### config.mk
export PLATFORM = sky130hd
export DESIGN_NAME = seq_divider_flat
export DESIGN_NICKNAME = d
export VERILOG_FILES = /design/src/rtl/seq_divider_pkg.sv /design/src/rtl/seq_divider_if.sv /design/src/rtl/seq_divider_div_step.sv /design/src/rtl/seq_divider.sv /design/src/flat_wrapper.sv
export SDC_FILE = /design/constraint.sdc
export NUM_CORES = 1
export LEC_CHECK = 0
export BUFFER_PORTS_ARGS = -buffer_cell sky130_fd_sc_hd__buf_2
export CAP_MARGIN = 20
export CORE_AREA = 2 2 41 72
export CTS_CLUSTER_SIZE = 16
export DETAILED_ROUTE_END_ITERATION = 10
export DIE_AREA = 0 0 43 74
export GPL_ROUTABILITY_DRIVEN = 0
export PLACE_DENSITY = 0.86
export REMOVE_ABC_BUFFERS = 1
export SETUP_SLACK_MARGIN = 0.4
export SLEW_MARGIN = 10
export SYNTH_ARGS = -nofsm -noshare
export SYNTH_HDL_FRONTEND = slang
export SYNTH_SLANG_ARGS = --single-unit
### constraint.sdc
create_clock -name Clk -period 2.7 [get_ports Clk]
set_input_delay 0.27 -clock Clk [delete_from_list [all_inputs] [get_ports Clk]]
set_output_delay 0.27 -clock Clk [all_outputs]
set_load 0.02 [all_outputs]
### src/rtl/seq_divider_pkg.sv
// rtl/seq_divider_pkg.sv - shared ALU types and constants
// Purpose: state enumeration for the sequential divider and the default
//          operand width shared with the multiplier and adder paths.
// Ports:   none (package).
package seq_divider_pkg;

  localparam int DEFAULT_WIDTH = 4;

  typedef enum logic [1:0] {
    IDLE = 2'd0,
    RUN  = 2'd1,
    DONE = 2'd2
  } state_t;

endpackage

### src/rtl/seq_divider_if.sv
// rtl/seq_divider_if.sv - request/result bundle of the sequential divider
// Purpose: groups the start request, operands and registered results.
// Ports:   Start/A/B (requester -> divider);
//          Quotient/Remainder/Busy/Done/DivByZero (divider -> requester).
//          master = requester side, slave = divider side.
interface seq_divider_if
  import seq_divider_pkg::*;
#(
  parameter int WIDTH = DEFAULT_WIDTH
) ();

  logic             Start;
  logic [WIDTH-1:0] A;
  logic [WIDTH-1:0] B;
  logic [WIDTH-1:0] Quotient;
  logic [WIDTH-1:0] Remainder;
  logic             Busy;
  logic             Done;
  logic             DivByZero;

  modport master (
    output Start, A, B,
    input  Quotient, Remainder, Busy, Done, DivByZero
  );

  modport slave (
    input  Start, A, B,
    output Quotient, Remainder, Busy, Done, DivByZero
  );

endinterface

### src/rtl/seq_divider_div_step.sv
// rtl/seq_divider_div_step.sv - one combinational restoring-division iteration
// Purpose: shifts the next dividend bit into the partial remainder and
//          subtracts the divisor when it fits.
// Ports:   r_in  partial remainder (WIDTH+1)
//          q_in  next dividend bit
//          d_in  divisor (WIDTH)
//          r_out new partial remainder (WIDTH+1)
//          q_bit quotient bit produced by this iteration
module div_step
  import seq_divider_pkg::*;
#(
  parameter int WIDTH = DEFAULT_WIDTH
) (
  input  logic [WIDTH:0]   r_in,
  input  logic             q_in,
  input  logic [WIDTH-1:0] d_in,
  output logic [WIDTH:0]   r_out,
  output logic             q_bit
);

  logic [WIDTH:0]   shifted;
  logic [WIDTH+1:0] diff;
  logic             borrow;
  logic             unused_msb;

  // The partial remainder is always below the divisor between iterations,
  // so its top bit is zero and is shifted out.
  assign shifted    = {r_in[WIDTH-1:0], q_in};
  assign unused_msb = r_in[WIDTH];

  // Subtract with one extra bit: the borrow-out is the "does not fit" compare.
  assign diff   = {1'b0, shifted} - {2'b00, d_in};
  assign borrow = diff[WIDTH+1];

  assign q_bit = ~borrow;
  assign r_out = borrow ? shifted : diff[WIDTH:0];

endmodule

### src/rtl/seq_divider.sv
// rtl/seq_divider.sv - iterative unsigned restoring divider, one bit per clock
// Purpose: accepts A/B on Start in IDLE, iterates WIDTH cycles, then pulses
//          Done with registered Quotient/Remainder. B=0 completes at once
//          with Quotient=all ones, Remainder=A, DivByZero=1.
// Ports:   Clk  rising-edge clock
//          Rst  asynchronous active-high reset
//          bus  seq_divider_if.slave (Start, A, B in; results, Busy, Done out)
module seq_divider
  import seq_divider_pkg::*;
#(
  parameter int WIDTH = DEFAULT_WIDTH
) (
  input logic         Clk,
  input logic         Rst,
  seq_divider_if.slave bus
);

  localparam int CW = $clog2(WIDTH + 1);

  state_t           state_q, state_d;
  logic [WIDTH-1:0] q_q, q_d;       // dividend shifting out / quotient shifting in
  logic [WIDTH-1:0] d_q, d_d;       // captured divisor
  logic [WIDTH:0]   r_q, r_d;       // partial remainder
  logic [CW-1:0]    cnt_q, cnt_d;   // iterations left
  logic [WIDTH-1:0] quot_q, quot_d;
  logic [WIDTH-1:0] rem_q, rem_d;
  logic             dbz_q, dbz_d;
  logic             busy_q, busy_d;
  logic             done_q, done_d;

  logic [WIDTH:0]   step_r;
  logic             step_q;

  div_step #(.WIDTH(WIDTH)) u_step (
    .r_in  (r_q),
    .q_in  (q_q[WIDTH-1]),
    .d_in  (d_q),
    .r_out (step_r),
    .q_bit (step_q)
  );

  always_comb begin
    state_d = state_q;
    q_d     = q_q;
    d_d     = d_q;
    r_d     = r_q;
    cnt_d   = cnt_q;
    quot_d  = quot_q;
    rem_d   = rem_q;
    dbz_d   = dbz_q;
    busy_d  = 1'b0;
    done_d  = 1'b0;

    case (state_q)
      IDLE: begin
        if (bus.Start) begin
          if (bus.B == '0) begin
            state_d = DONE;
            quot_d  = '1;
            rem_d   = bus.A;
            dbz_d   = 1'b1;
            done_d  = 1'b1;
          end else begin
            state_d = RUN;
            q_d     = bus.A;
            d_d     = bus.B;
            r_d     = '0;
            cnt_d   = CW'(WIDTH);
            busy_d  = 1'b1;
          end
        end
      end

      RUN: begin
        q_d   = {q_q[WIDTH-2:0], step_q};
        r_d   = step_r;
        cnt_d = cnt_q - CW'(1);
        if (cnt_q == CW'(1)) begin
          state_d = DONE;
          done_d  = 1'b1;
          quot_d  = q_d;
          rem_d   = step_r[WIDTH-1:0];
          dbz_d   = 1'b0;
        end else begin
          busy_d = 1'b1;
        end
      end

      DONE: state_d = IDLE;

      default: state_d = IDLE;
    endcase
  end

  always_ff @(posedge Clk or posedge Rst) begin
    if (Rst) begin
      state_q <= IDLE;
      q_q     <= '0;
      d_q     <= '0;
      r_q     <= '0;
      cnt_q   <= '0;
      quot_q  <= '0;
      rem_q   <= '0;
      dbz_q   <= 1'b0;
      busy_q  <= 1'b0;
      done_q  <= 1'b0;
    end else begin
      state_q <= state_d;
      q_q     <= q_d;
      d_q     <= d_d;
      r_q     <= r_d;
      cnt_q   <= cnt_d;
      quot_q  <= quot_d;
      rem_q   <= rem_d;
      dbz_q   <= dbz_d;
      busy_q  <= busy_d;
      done_q  <= done_d;
    end
  end

  assign bus.Quotient  = quot_q;
  assign bus.Remainder = rem_q;
  assign bus.DivByZero = dbz_q;
  assign bus.Busy      = busy_q;
  assign bus.Done      = done_q;

endmodule
### src/flat_wrapper.sv
// flat-port wrapper written by rule: the top's interface ports become plain ports
module seq_divider_flat import seq_divider_pkg::*;
#(
  parameter int WIDTH = DEFAULT_WIDTH
)
  (Clk, Rst, bus_Start, bus_A, bus_B, bus_Quotient, bus_Remainder, bus_Busy, bus_Done, bus_DivByZero);
  seq_divider_if #(.WIDTH(WIDTH)) bus_i ();
  input logic Clk;
  input logic Rst;
  input wire logic [$bits(bus_i.Start)-1:0] bus_Start;
  input wire logic [$bits(bus_i.A)-1:0] bus_A;
  input wire logic [$bits(bus_i.B)-1:0] bus_B;
  output wire logic [$bits(bus_i.Quotient)-1:0] bus_Quotient;
  output wire logic [$bits(bus_i.Remainder)-1:0] bus_Remainder;
  output wire logic [$bits(bus_i.Busy)-1:0] bus_Busy;
  output wire logic [$bits(bus_i.Done)-1:0] bus_Done;
  output wire logic [$bits(bus_i.DivByZero)-1:0] bus_DivByZero;
  assign bus_i.Start = bus_Start;
  assign bus_i.A = bus_A;
  assign bus_i.B = bus_B;
  assign bus_Quotient = bus_i.Quotient;
  assign bus_Remainder = bus_i.Remainder;
  assign bus_Busy = bus_i.Busy;
  assign bus_Done = bus_i.Done;
  assign bus_DivByZero = bus_i.DivByZero;
  seq_divider #(.WIDTH(WIDTH)) u_core (.Clk(Clk), .Rst(Rst), .bus(bus_i));
endmodule
# Yosys cells after proc, flatten, opt, wreduce, memory -nomap -nowiden
# Cells that the tools add are included.
word_totals:
  latchBits: 0
  romBits: 0
  word_cells: 61
  inputBits: 11
  output_inout_bits: 11
  n_memories: 0
  ram_bits: 0
  regBits: 28
classes:
  order_cmp: 0
  n_eq_ne: 6
  mux: 34
  reduce_logical: 7
  multipliers: 0
  add_sub_neg: 2
  n_div: 0
  n_shift: 0
  n_bitwise: 2
ops:
  columns: ["operator", "n"]
  rows:
  - ["$mux W4", 11]
  - ["$pmux W4 S2", 4]
  - ["$mux W1", 9]
  - ["$mux W2", 3]
  - ["$mux W3", 2]
  - ["$pmux W1 S2", 3]
  - ["$pmux W3 S2", 1]
  - ["$reduce_and A3 Y1", 2]
  - ["$sub A5 B4 Y6", 1]
  - ["$logic_not A4 Y1", 1]
  - ["$ne A2 B1 Y1 const B", 2]
  - ["$ne A2 B2 Y1 const B", 2]
  - ["$pmux W2 S2", 1]
  - ["$reduce_and A4 Y1", 1]
  - ["$eq A3 B1 Y1 const B", 1]
  - ["$sub A3 B1 Y3 const B", 1]
  - ["$eq A2 B1 Y1 const B", 1]
  - ["$logic_not A2 Y1", 1]
  - ["$not A1 Y1", 2]
  - ["$reduce_and A2 Y1", 1]
  - ["$reduce_bool A2 Y1", 1]

# Longest topological paths before layout
depth:
  ltp_word: 4
  depth_mapped: 7
  ltp_nobuf: 7

# Modules after synthesis
# Synthesis repeated with hierarchy kept, for this count alone.
unflattened:
  hier_cells: 138
  hier_area_um2: 1537.7
by_module_without_submodules:
  columns: ["module", "area_per_inst_um2", "n_inst", "seq_area_each_um2", "cells_each"]
  rows:
  - ["seq_divider", 1290.0, 1, 725.7, 111]
  - ["div_step", 247.7, 1, 0.0, 27]

# Least setup slack after synthesis
# OpenSTA, ideal clock, no wires.
synth_path:
  path_type: "flip-flop to flip-flop"
  start: "register u_core.r_q[0]"
  end: "register u_core.rem_q[1] (netlist: u_core.bus.Remainder[1])"
  arrival_time_ps: 1808
  t_required_ps: 2618
  setup_slack_ps: 810
  n_path_buf: 0
  stages_incl_launch_ff: 7
  period_less_slack_ps: 1890
  setup_time_ps: 82
  cell_sequence: "dfrtp_1 > ha_1 > nor2b_1 > o31a_1 > nor3_2 > mux2_2 > a31oi_1"
synth_via:
  elab_chain_cells: 4
synth_lines:
  columns: ["element", "line", "source"]
  rows:
  - ["start: declaration", "seq_divider.sv:23", "logic [WIDTH:0] r_q, r_d;"]
  - ["start signal: assignment", "seq_divider.sv:111", "r_q <= r_d;"]
  - ["$sub A5 B4 Y6", "seq_divider_div_step.sv:32", "assign diff = {1'b0, shifted} - {2'b00, d_in};"]
  - ["$mux W4 (*)", "seq_divider_div_step.sv:36", "assign r_out = borrow ? shifted : diff[WIDTH:0];"]
  - ["$mux W4 (*)", "seq_divider.sv:78", "if (cnt_q == CW'(1)) begin"]
  - ["$pmux W4 S2 (*)", "seq_divider.sv:54", "case (state_q)"]
  - ["end signal: assignment", "seq_divider.sv:114", "rem_q <= rem_d;"]
  - ["end: declaration", "seq_divider.sv:26", "logic [WIDTH-1:0] rem_q, rem_d;"]
# Every way passes the cells marked *; elsewhere a longest branch is shown, timed or not. The select of a mux whose other input is x is not followed.
# A chain may end at the register's enable or synchronous reset.

# Final worst setup path
# Same ends and word-level chain as after synthesis.

==> results.rst <==
.. list-table::
   :header-rows: 1

   * - Metric
     - Value
   * - Register-to-register setup slack
     - 0.62 ns
   * - RSZ-0062 raised after global routing
     - no
   * - Inserted Diodes
     - 0
   * - Kind of launch point of the worst setup path
     - flop
   * - Gate count after technology mapping
     - 136
   * - Result of the run
     - finished clean
   * - Insertion delay to the later sink of the worst-skew pair
     - 0.27 ns
   * - Portion of the post-synthesis area used by sequential elements
     - 0.505
   * - Die outline height
     - 74 um
   * - Number of top-level design ports
     - 22
   * - Number of buffer cells added on primary ports
     - 21
   * - Dominant cell type by area after synthesis
     - sky130_fd_sc_hd__dfrtp_1
   * - First-pass GRT wire length
     - 4.68 mm
   * - Global-route usage over all layers
     - 0.195
   * - H-tree levels
     - 1
   * - Number of warnings printed during yosys synthesis
     - 0
   * - Clock root buffer master
     - sky130_fd_sc_hd__clkbuf_8
   * - Final worst path period need
     - 2.08 ns
   * - Cell-internal power
     - 1.16 mW
   * - Placed Instances
     - 180
   * - Yosys reg bits
     - 28
   * - Fraction of layout cells with a size suffix above 1
     - 0.236
   * - Number of instances resized during post-cts repair
     - 0
   * - Kind of path behind the tightest hold check
     - in2async
   * - Final hold viol count
     - 0
   * - CTS Buffer Depth
     - 2
   * - TritonCTS clock tree
     - built
   * - Grt ovf
     - 0
   * - Initial detailed-routing violation count
     - 15
   * - Top area cells in the synthesized netlist
     - sky130_fd_sc_hd__dfrtp_1, sky130_fd_sc_hd__nand2_1, sky130_fd_sc_hd__ha_1, sky130_fd_sc_hd__nor2_1, sky130_fd_sc_hd__mux2_2
   * - Setup TNS
     - 0 ns
   * - DR DRC count
     - 0
   * - Antenna violations before repair
     - 0
   * - Total area of multi-input combinational cells
     - 621 um^2
   * - Number of flops mapped to enable cells by yosys
     - 0
   * - Crit. End Element
     - flop
   * - Final routed wirelength across all metal layers
     - 2.82 mm
   * - Vias per cell
     - 5.90
   * - Leakage power
     - 0.728 nW
   * - Switching component of the power
     - 0.907 mW
   * - Pin count of the biggest net entering global routing
     - 29
   * - Most used flip-flop cell after synthesis
     - sky130_fd_sc_hd__dfrtp_1
   * - Slew @ Worst Pin
     - 0.632 ns
   * - Number of buffers created by CTS
     - 3
   * - Setup fix buffers added after clock tree synthesis
     - 0
   * - Final clock skew
     - 0.00343 ns
   * - Flip-flop and latch area
     - 701 um^2
   * - Die X
     - 43 um
   * - Layout overhead on the synthesized area
     - 12.7%
   * - Post-synth ARST share
     - 1.00
   * - Proportion of power drawn by flip-flops and latches
     - 0.367
   * - Total via count in the routed design
     - 1086
   * - Core region area
     - 2630 um^2
   * - Portion of total power attributed to the clock network
     - 0.108
   * - Net switching share of the total power
     - 0.438
   * - Total power density per cell area
     - 1330 nW/um^2
   * - Detailed Place HPWL
     - 2.15 mm
   * - Top-area cell type share of the netlist area
     - 0.505
   * - Endpoint arrival time on the critical path
     - 2.28 ns
   * - Worst hold slack
     - 0.0331 ns
   * - Max IR drop VDD
     - 567 uV
   * - Starting density of the core
     - 0.528
   * - Post-CTS Hold Buffers
     - 0
   * - Power share of the combinational group
     - 0.525
   * - Number of nets with antenna violations after routing
     - 0
   * - Type of the setup path with the least slack
     - reg2reg
   * - Synth Cell Area
     - 1390 um^2
   * - Maximum fanout along the worst path
     - 4
   * - FP Rows
     - 25
   * - Length of the first detailed-routing pass in iterations
     - 6
   * - Number of global-route vias before repair
     - 1130
   * - Fmax
     - 0.481 GHz
   * - Die Outline Area
     - 3180 um^2
   * - Final worst-path setup slack
     - 0.619 ns
   * - Final cell count without fillers
     - 184
   * - Count of unique library cells instantiated by Yosys
     - 34
   * - Max Cap Violations
     - 0
   * - Routed wire length per instance
     - 15.3 um
   * - Endpoint required time on the critical path
     - 2.90 ns
   * - Total count of max-transition violations in the final report
     - 0
   * - Final net count
     - 177
   * - Fill cell instance count of the final layout
     - 213
   * - Tot Pwr
     - 2.07 mW
   * - Clock slew at reported path FFs
     - 0.09 ns
   * - Worst setup slack after placement
     - 0.664 ns
   * - Per-instance average area after synthesis
     - 10.2 um^2
   * - Tightest slew margin relative to the limit
     - 0.579
   * - Count of clock tree sinks
     - 28
   * - Final setup violating endpoints
     - 0
   * - Final worst-path cycle share
     - 0.771
[critical path, stage by stage, from the launching register on]
cell and delay [ns]:
sky130_fd_sc_hd__dfrtp_1 0.44, sky130_fd_sc_hd__ha_1 0.30, sky130_fd_sc_hd__nor2b_1 0.14, sky130_fd_sc_hd__o31a_1 0.28, sky130_fd_sc_hd__nor3_2 0.27, sky130_fd_sc_hd__mux2_2 0.40, sky130_fd_sc_hd__a31oi_1 0.18
[final timing paths]
| path | startpoint | to | cells past startpoint |
|---|---|---|---|
| min | Rst | u_core.bus.Quotient[3]$_DFFE_PP0P_ | 2 |
| max reg2reg | u_core.r_q[0]$_DFFE_PP0P_ | u_core.bus.Remainder[1]$_DFFE_PP0P_ | 6 |
| min in group Clk | bus_A[3] | u_core.q_q[3]$_DFFE_PP0P_ | 3 |
| max in group asynchronous | Rst | u_core.d_q[0]$_DFFE_PP0P_ | 3 |
| min reg2reg | u_core.d_q[2]$_DFFE_PP0P_ | u_core.d_q[2]$_DFFE_PP0P_ | 1 |
| max | u_core.r_q[0]$_DFFE_PP0P_ | u_core.bus.Remainder[1]$_DFFE_PP0P_ | 6 |
[registers in the layout, summed over array words and instances, names as in the netlist]
register	flops
u_core.bus.Busy	1
u_core.bus.DivByZero	1
u_core.bus.Done	1
u_core.bus.Quotient	4
u_core.bus.Remainder	4
u_core.cnt_q	3
u_core.d_q	4
u_core.q_q	4
u_core.r_q	4
u_core.state_q	2
[per-stage QoR]
| stage | cell area [um^2] | util |
|---|---|---|
| 2_1_floorplan | 1360 | - |
| 3_3_place_gp | 1490 | 0.569 |
| 3_5_place_dp | 1490 | 0.569 |
| 4_1_cts | 1540 | 0.584 |
| 5_1_grt | 1560 | 0.595 |
| 6_report | 1560 | 0.595 |
[kinds of logic (layout without fill, tap and decap cells)]
kind of cell	count (synthesis)	after routing	synth area share
compound gates	25	25	0.129
buf+inv	13	34	0.0469
flops	28	28	0.505
mux	6	6	0.0478
simple gates	55	55	0.190
fa+ha+maj	7	7	0.0686
xor+xnor	2	2	0.0126
[synth_stat cells, types with 2 or more instances]
library cell              count
sky130_fd_sc_hd__a21oi_1      7
sky130_fd_sc_hd__a31oi_1      6
sky130_fd_sc_hd__buf_6        2
sky130_fd_sc_hd__dfrtp_1     28
sky130_fd_sc_hd__ha_1         6
sky130_fd_sc_hd__inv_1        9
sky130_fd_sc_hd__mux2_2       5
sky130_fd_sc_hd__nand2_1     21
sky130_fd_sc_hd__nand3_1      3
sky130_fd_sc_hd__nor2_1      19
sky130_fd_sc_hd__nor2b_1      2
sky130_fd_sc_hd__nor4_1       2
sky130_fd_sc_hd__o21ai_0      4
sky130_fd_sc_hd__or3_1        2
[layout make-up]
| type | count | area share |
|---|---|---|
| Sequential cell | 28 | 0.448 |
| Multi-Input combinational cell | 95 | 0.397 |
| Timing Repair Buffer | 22 | 0.0849 |
| Clock buffer | 3 | 0.0264 |
| Inverter | 9 | 0.0216 |
| Tap cell | 27 | 0.0216 |
[routing by layer]
metal  routed length (um)  vias to the layer above  global-route usage
li1                     -                      509                   -
met1                 1030                      527               0.214
met2                 1530                       35               0.340
met3                  113                       15              0.0243
met4                  156                        0               0.141
met5                    0                        -                   0
[power by group through the flow]
stage          sequential [mW]  clock (mW)  combinational, mW
2_1_floorplan            0.822           0              0.726
3_3_place_gp             0.754           0               1.01
3_5_place_dp             0.769           0               1.08
4_1_cts                  0.759       0.220               1.09
5_1_grt                  0.782       0.236               1.20
6_report                 0.760       0.225               1.09
[layout by cell type (no fill, tap or decap), drive strengths merged, types with 2 or more instances in the layout]
| master | instances |
|---|---|
| a21oi | 8 |
| a31oi | 6 |
| buf | 22 |
| clkbuf | 3 |
| dfrtp | 28 |
| ha | 6 |
| inv | 9 |
| mux2 | 5 |
| nand2 | 21 |
| nand3 | 3 |
| nor2 | 20 |
| nor2b | 2 |
| nor3 | 2 |
| nor4 | 2 |
| o21ai | 4 |
| or3 | 2 |
(Power assumes the default switching activity.)
